$ cat src/rtl/interval_meter_pkg.sv
// interval_meter_pkg: shared FSM state encoding and saturation constant helper.
package interval_meter_pkg;

    typedef enum logic [1:0] {IDLE, RUN, HOLD} state_t;

    function automatic longint unsigned sat_of(input int unsigned w);
        return (64'd1 << w) - 64'd1;
    endfunction

endpackage

$ cat src/rtl/interval_meter_rise_detect.sv
// rise_detect: one-cycle rising-edge strobe; resets high so a level already high at release is not an edge.
module rise_detect (
    input  logic i_clk,
    input  logic i_rst_n,
    input  logic i_d,
    output logic o_rise
);

    logic r_q;

    always_ff @(posedge i_clk or negedge i_rst_n)
        if (!i_rst_n) r_q <= 1'b1;
        else          r_q <= i_d;

    assign o_rise = i_d & ~r_q;

endmodule

$ cat src/rtl/interval_meter.sv
// interval_meter: counts CLK cycles from a START rising edge to the next STOP rising edge, saturating,
// and holds each result on a VALID/ACK handshake.
module interval_meter
    import interval_meter_pkg::*;
#(
    parameter int BIT = 8
) (
    input  logic           i_clk,
    input  logic           i_rst_n,
    input  logic           i_start,
    input  logic           i_stop,
    input  logic           i_ack,
    output logic           o_busy,
    output logic           o_valid,
    output logic [BIT-1:0] o_result,
    output logic           o_ovf,
    output logic           o_drop
);

    localparam logic [BIT-1:0] SAT = BIT'(sat_of(BIT));

    state_t         r_state, w_next;
    logic [BIT-1:0] r_cnt, r_result, w_cnt_inc;
    logic           r_sat, r_ovf, r_valid, r_drop;
    logic           w_start_e, w_stop_e;
    logic           w_load, w_inc, w_capture, w_release, w_drop;

    rise_detect u_start (
        .i_clk  (i_clk),
        .i_rst_n(i_rst_n),
        .i_d    (i_start),
        .o_rise (w_start_e)
    );

    rise_detect u_stop (
        .i_clk  (i_clk),
        .i_rst_n(i_rst_n),
        .i_d    (i_stop),
        .o_rise (w_stop_e)
    );

    assign w_cnt_inc = (r_cnt == SAT) ? SAT : r_cnt + BIT'(1);

    always_comb begin
        w_next    = r_state;
        w_load    = 1'b0;
        w_inc     = 1'b0;
        w_capture = 1'b0;
        w_release = 1'b0;
        w_drop    = 1'b0;
        case (r_state)
            IDLE: begin
                w_next = w_start_e ? RUN : IDLE;
                w_load = w_start_e;
            end
            // STOP has priority over a coincident restart
            RUN: begin
                w_next    = w_stop_e ? HOLD : RUN;
                w_capture = w_stop_e;
                w_load    = ~w_stop_e & w_start_e;
                w_inc     = ~w_stop_e & ~w_start_e;
            end
            HOLD: begin
                w_next    = i_ack ? (w_start_e ? RUN : IDLE) : HOLD;
                w_release = i_ack;
                w_load    = i_ack & w_start_e;
                w_drop    = ~i_ack & w_start_e;
            end
            default: w_next = IDLE;
        endcase
    end

    always_ff @(posedge i_clk or negedge i_rst_n)
        if (!i_rst_n) begin
            r_state  <= IDLE;
            r_cnt    <= '0;
            r_sat    <= 1'b0;
            r_result <= '0;
            r_ovf    <= 1'b0;
            r_valid  <= 1'b0;
            r_drop   <= 1'b0;
        end else begin
            r_state <= w_next;
            r_drop  <= w_drop;
            if (w_load) begin
                r_cnt <= BIT'(1);
                r_sat <= 1'b0;
            end else if (w_inc) begin
                r_cnt <= w_cnt_inc;
                r_sat <= (w_cnt_inc == SAT);
            end
            if (w_capture) begin
                r_result <= r_cnt;
                r_ovf    <= r_sat;
                r_valid  <= 1'b1;
            end else if (w_release) begin
                r_valid <= 1'b0;
            end
        end

    assign o_busy   = (r_state == RUN);
    assign o_valid  = r_valid;
    assign o_result = r_result;
    assign o_ovf    = r_ovf;
    assign o_drop   = r_drop;

endmodule

$ cat config.mk
export PLATFORM = sky130hd
export DESIGN_NAME = interval_meter
export DESIGN_NICKNAME = d
export VERILOG_FILES = /design/src/rtl/interval_meter_pkg.sv /design/src/rtl/interval_meter_rise_detect.sv /design/src/rtl/interval_meter.sv
export SDC_FILE = /design/constraint.sdc
export NUM_CORES = 1
export LEC_CHECK = 0
export ABC_AREA = 1
export CORE_UTILIZATION = 50
export DETAILED_ROUTE_END_ITERATION = 6
export PLACE_DENSITY = 0.76
export SYNTH_ARGS = -nofsm -noshare
export SYNTH_HDL_FRONTEND = slang
export SYNTH_SLANG_ARGS = --single-unit
$ cat constraint.sdc
create_clock -name i_clk -period 1.89 [get_ports i_clk]
set_clock_uncertainty 0.05 [all_clocks]
set_input_delay 0.189 -clock i_clk [delete_from_list [all_inputs] [get_ports i_clk]]
set_output_delay 0.189 -clock i_clk [all_outputs]
set_load 0.02 [all_outputs]
======== Word level (Yosys, flattened, before mapping) ========
Index checks and enable logic that the tools add are counted.
word-level totals
  flip-flop bits (word level) ............. 24
  input port bits ......................... 5
  logic and storage cells ................. 44
  latch bits .............................. 0
  memories kept ........................... 0
  bits in writable memories ............... 0
  bits in read-only memories .............. 0
  output and inout bits ................... 12
operators by class
  add/subtract/negate cells ............... 1
  magnitude comparators ................... 0
  shifts and indexed selects .............. 0
  multiply operators ...................... 0
  multiplexer cells ....................... 16
  bitwise operators ....................... 11
  reduce and logical (&&, ||, !) cells .... 3
  equal/unequal tests ..................... 4
  div/mod/pow operators ................... 0
operators with widths
  cell                   count
  $mux W8                3
  $eq A8 B8 Y1 const B   2
  $mux W1                9
  $add A8 B1 Y8 const B  1
  $and A1 B1 Y1          6
  $pmux W2 S3            1
  $not A1 Y1             5
  $mux W2                2
  $reduce_bool A2 Y1     2
  $pmux W1 S3            1
  $eq A2 B1 Y1 const B   1
  $eq A2 B2 Y1 const B   1
  $logic_not A2 Y1       1

======== Longest topological paths before layout ========
  depth after elaboration ................. 7
  mapped depth ............................ 9
  gate-level depth less buffers ........... 9

======== Hierarchy ========
Synthesis repeated with hierarchy kept, for this count alone.
unflattened totals
  cells, all modules ...................... 154
  area total of the unflattened synthesis .. 1227.4 um^2
modules (own cells, without submodules)
  module          cells an instance  seq. area each (um^2)  area each (um^2)  instances
  interval_meter  148                550.5                  1154.9            1
  rise_detect     3                  26.3                   36.3              2

======== Worst setup path after synthesis ========
Ideal clock, no wire load.
  kind .................................... flip-flop to flip-flop
  start ................................... register r_state[1]
  end ..................................... register r_result[6] (netlist: o_result[6])
  setup time .............................. 131 ps
  period minus slack after synthesis ...... 1522 ps
  data required time ...................... 1709 ps
  stages on the path, launching flop included .. 7
  buffers on the path ..................... 1
  data arrival time ....................... 1341 ps
  path slack .............................. 368 ps
  cells stage by stage .................... dfrtp_1 > inv_1 > ha_1 > nand3_1 > clkbuf_1 > nand2_1 > o21ai_0
on the way
  word-level cells in the longest chain between the ends .. 2
ends and longest elaborated chain
  what                    RTL line              text
  start, declared         interval_meter.sv:22  state_t r_state, w_next;
  start signal, assigned  interval_meter.sv:83  r_state <= w_next;
  $eq A2 B1 Y1            --
  via o_busy              interval_meter.sv:13  output logic o_busy,
  $mux W1                 interval_meter.sv:51  case (r_state)
  end signal, assigned    interval_meter.sv:93  r_result <= r_cnt;
  end, declared           interval_meter.sv:23  logic [BIT-1:0] r_cnt, r_result, w_cnt_inc;
The timed path passes the listed nets, and every way through them passes these cells.
A chain may end at the register's enable or synchronous reset.

======== Worst setup path in the final report ========
  start ................................... register r_state[1]
  end ..................................... output o_busy
on the way
  word-level cells in the longest chain between the ends .. 1
ends and longest elaborated chain
  what           RTL line               text
  $eq A2 B1 Y1   interval_meter.sv:101  assign o_busy = (r_state == RUN);
  end, declared  interval_meter.sv:13
Every way passes these cells.

==> impl_metrics.csv <==
group,metric,value,unit
run_status,status,"complete, no violations",
detailed_routing,drt_first_iter_violations,22,
power_and_ir_drop,total_power,1.77,mW
power_and_ir_drop,p_leak,0.735,nW
hold_path,hold_class,"input pin to asynchronous set/reset pin",
sta,share_of_the_clock_period_used_by_the_worst_path_after_layout,84.9,%
detailed_routing,via_count,1038,
synth,ys.warnings.count,0,
worst_setup_path,cp-end-kind,"output pin",
sta,tightest_slew,0.300,ns
sta,final.min_clock_period,1.60,ns
synth,synth_cells,148,
clock_tree,cts.sinks,24,
die,die_area,2640,sq um
sta,rsz0062_at_grt,"no",
sta,final_max_slew_viol_count,0,
placed_design,finalWeightedCongestion,0.841,
synth,synth.avg_cell_area,8.23,sq um
global_route,track_usage,22.8,%
detailed_routing,first_pass_iters,4,
sta,timing_hold_violations_final,0,
worst_setup_path,worst_setup_path_start_kind,"register",
placed_design,io_buffers,16,
global_route,grt_first_pass_wirelength,4460,um
power_and_ir_drop,p_sw,687,uW
worst_setup_path,cp_data_arrival_time,1.36,ns
sta,finalSetupViolCount,0,
placed_design,detailedPlace.worstSlack,0.284,ns
worst_setup_path,crit_path_cell_trace,"inv_1 -> ha_1 -> dlygate4sd2_1",
worst_setup_path,delay_heaviest_family_cp,"buffers and inverters",
sta,setup_tns,0,ns
layout,area_growth,21.0,%
power_and_ir_drop,power.share.sequential,42.4,%
worst_setup_path,worst-path-buf-inv,2,
synth,synth_seq_area_share,49.5,%
sta,max_freq,623,MHz
power_and_ir_drop,p_int,1.08,mW
clock_tree,cts.htree.levels,1,
layout,drive_above_1_share,12.3,%
synth,ys_ff_latch,24,
layout,postLayoutCellArea,1480,sq um
layout,layout.core_utilization,65.4,%
power_and_ir_drop,p_per_area,1200,nW/um^2
worst_setup_path,max_stage_delay,0.43,ns
global_route,grt_max_degree,25,
worst_setup_path,worstSetupPathType,"register to output pin",
die,fp.coreArea,2250,sq um
detailed_routing,via_per_inst,5.22,
detailed_routing,number_of_nets_with_antenna_violations_after_detailed_routing,0,
power_and_ir_drop,worst_ir_drop_vdd,734,uV
die,placement_rows,17,
clock_tree,tritoncts.num_buffers,3,
placed_design,place_hpwl,1940,um
clock_tree,cts_tree,"done",
layout,multiInputGateArea,529,sq um
detailed_routing,wl,2490,um
layout,fillers,208,
die,ios,17,
sta,worst_slew_margin_rel,80.0,%
layout,n_antenna_cell,0,
layout,layout_commonest_cell,"nand2_1",
worst_setup_path,critical_path_peak_fanout,3,
clock_tree,cts.reportedPaths.clkPinSlew,0.13,ns
layout,final_net_count,182,
worst_setup_path,crit_required,1.65,ns
clock_tree,clock_tree.root_cell,"clkbuf_4",
power_and_ir_drop,power_frac_comb,42.1,%
global_route,globalRoute.totalOverflow,0,
global_route,number_of_antenna_violations_at_the_first_check_in_global_routing,0,
placed_design,total_placed_instance_area,1440,sq um
layout,final-seq-area,603,sq um
clock_tree,clk-insertion-delay-late,0.32,ns
synth,synth.distinct_cells,24,
worst_setup_path,worst_path_max_delay_cell,"dfrtp_1",
power_and_ir_drop,clkPwrFrac,15.5,%
synth,post_synth_instance_area,1220,sq um
sta,timing.final.ws_setup,0.286,ns
power_and_ir_drop,power.switching_fraction,38.9,%
detailed_routing,routed_wire_length_per_instance,12.5,um
job,max_cap_violations,0,
global_route,grt_pass1_vias,1034,
layout,layout.cells.most_common_list,"40 x nand2_1, 22 x dfrtp_1, 19 x inv_1",
detailed_routing,drcViolationCount,0,
die,initial_core_utilization,54.1,%
die,die_w,51.4,um
die,die_y,51.4,um
clock_tree,number_of_buffers_between_clock_root_and_the_deepest_sink,2,
synth,postSynthNetCount,158,
==> power by group through the flow <==
stage,combinational [mW],clock (mW),sequential (mW)
after floorplan,0.344,0,0.845
after global placement,0.730,0,0.749
after detailed placement,0.752,0,0.759
after CTS,0.746,0.282,0.748
after global routing,0.821,0.299,0.766
final,0.744,0.275,0.750
==> what timing repair did <==
action | 4_1_cts | 5_1_grt
gates resized for setup | 1 | 0
hold buffers | 0 | 0
setup endpoints to repair | 1 | 0
buffers inserted | 0 | 0
==> worst paths after layout <==
kind / startpoint / endpoint / slack (ns) / depth (start not counted)
setup / recovery: r_state[1] / o_busy / 0.29 / 3
hold / removal: i_rst_n / o_ovf / 0.15 / 2
setup reg to reg: r_cnt[0] / r_sat / 0.30 / 9
hold reg to reg: o_result[5] / o_result[5] / 0.45 / 2
max in group asynchronous: i_rst_n / u_start.r_q / 1.35 / 2
min in group i_clk: i_start / u_start.r_q / 0.23 / 1
==> logic make-up (layout without fill, tap and decap cells) <==
| kind of cell | count (synthesis) | after routing | share of synthesized area [%] |
|---|---|---|---|
| DFF | 24 | 24 | 49.5 |
| muxes | 2 | 2 | 1.85 |
| buffers and inverters | 23 | 46 | 7.08 |
| and+or+nand+nor | 70 | 70 | 25.4 |
| AOI/OAI and AO/OA | 24 | 24 | 11.1 |
| adders and majority gates | 5 | 5 | 5.13 |
==> final cells by class <==
type	count	share of cell area [%]
Multi-Input combinational cell	101	35.9
Timing Repair Buffer	20	12.8
Inverter	22	5.60
Sequential cell	24	40.9
Clock buffer	4	2.46
Tap cell	28	2.37
==> metrics by stage <==
step / hold WS [ns] / instances
2_1_floorplan: -0.157 / 148
3_3_place_gp: 0.413 / 195
4_1_cts: 0.156 / 199
3_5_place_dp: 0.427 / 195
5_1_grt: 0.192 / 199
6_report: 0.153 / 199
==> Yosys cell counts <==
cell,n,area [sq um]
a21oi_1,6,30.0
a31oi_1,2,12.5
and2_1,1,6.26
clkbuf_1,1,3.75
dfrtp_1,22,551
dfstp_2,2,52.6
ha_1,5,62.6
inv_1,19,71.3
inv_2,3,11.3
mux2_2,2,22.5
nand2_1,40,150
nand2_2,1,6.26
nand2_4,1,11.3
nand3_1,11,55.1
nand4_1,1,6.26
nor2_1,12,45.0
nor2_2,1,6.26
nor2_4,2,22.5
o21ai_0,10,50.1
o21ai_1,1,5.00
o21ai_2,1,8.76
o21bai_1,1,7.51
o22ai_1,2,12.5
o2bb2ai_1,1,8.76
==> metal layers <==
metal | wire [um] | track usage (%) | vias to the layer above
met5 | 0 | 0 | -
met4 | 51 | 9.91 | 0
met3 | 92 | 4.46 | 6
met2 | 1180 | 37.7 | 26
met1 | 1160 | 28.6 | 486
li1 | - | - | 520
Note: power is estimated with default switching activity, not from simulation.
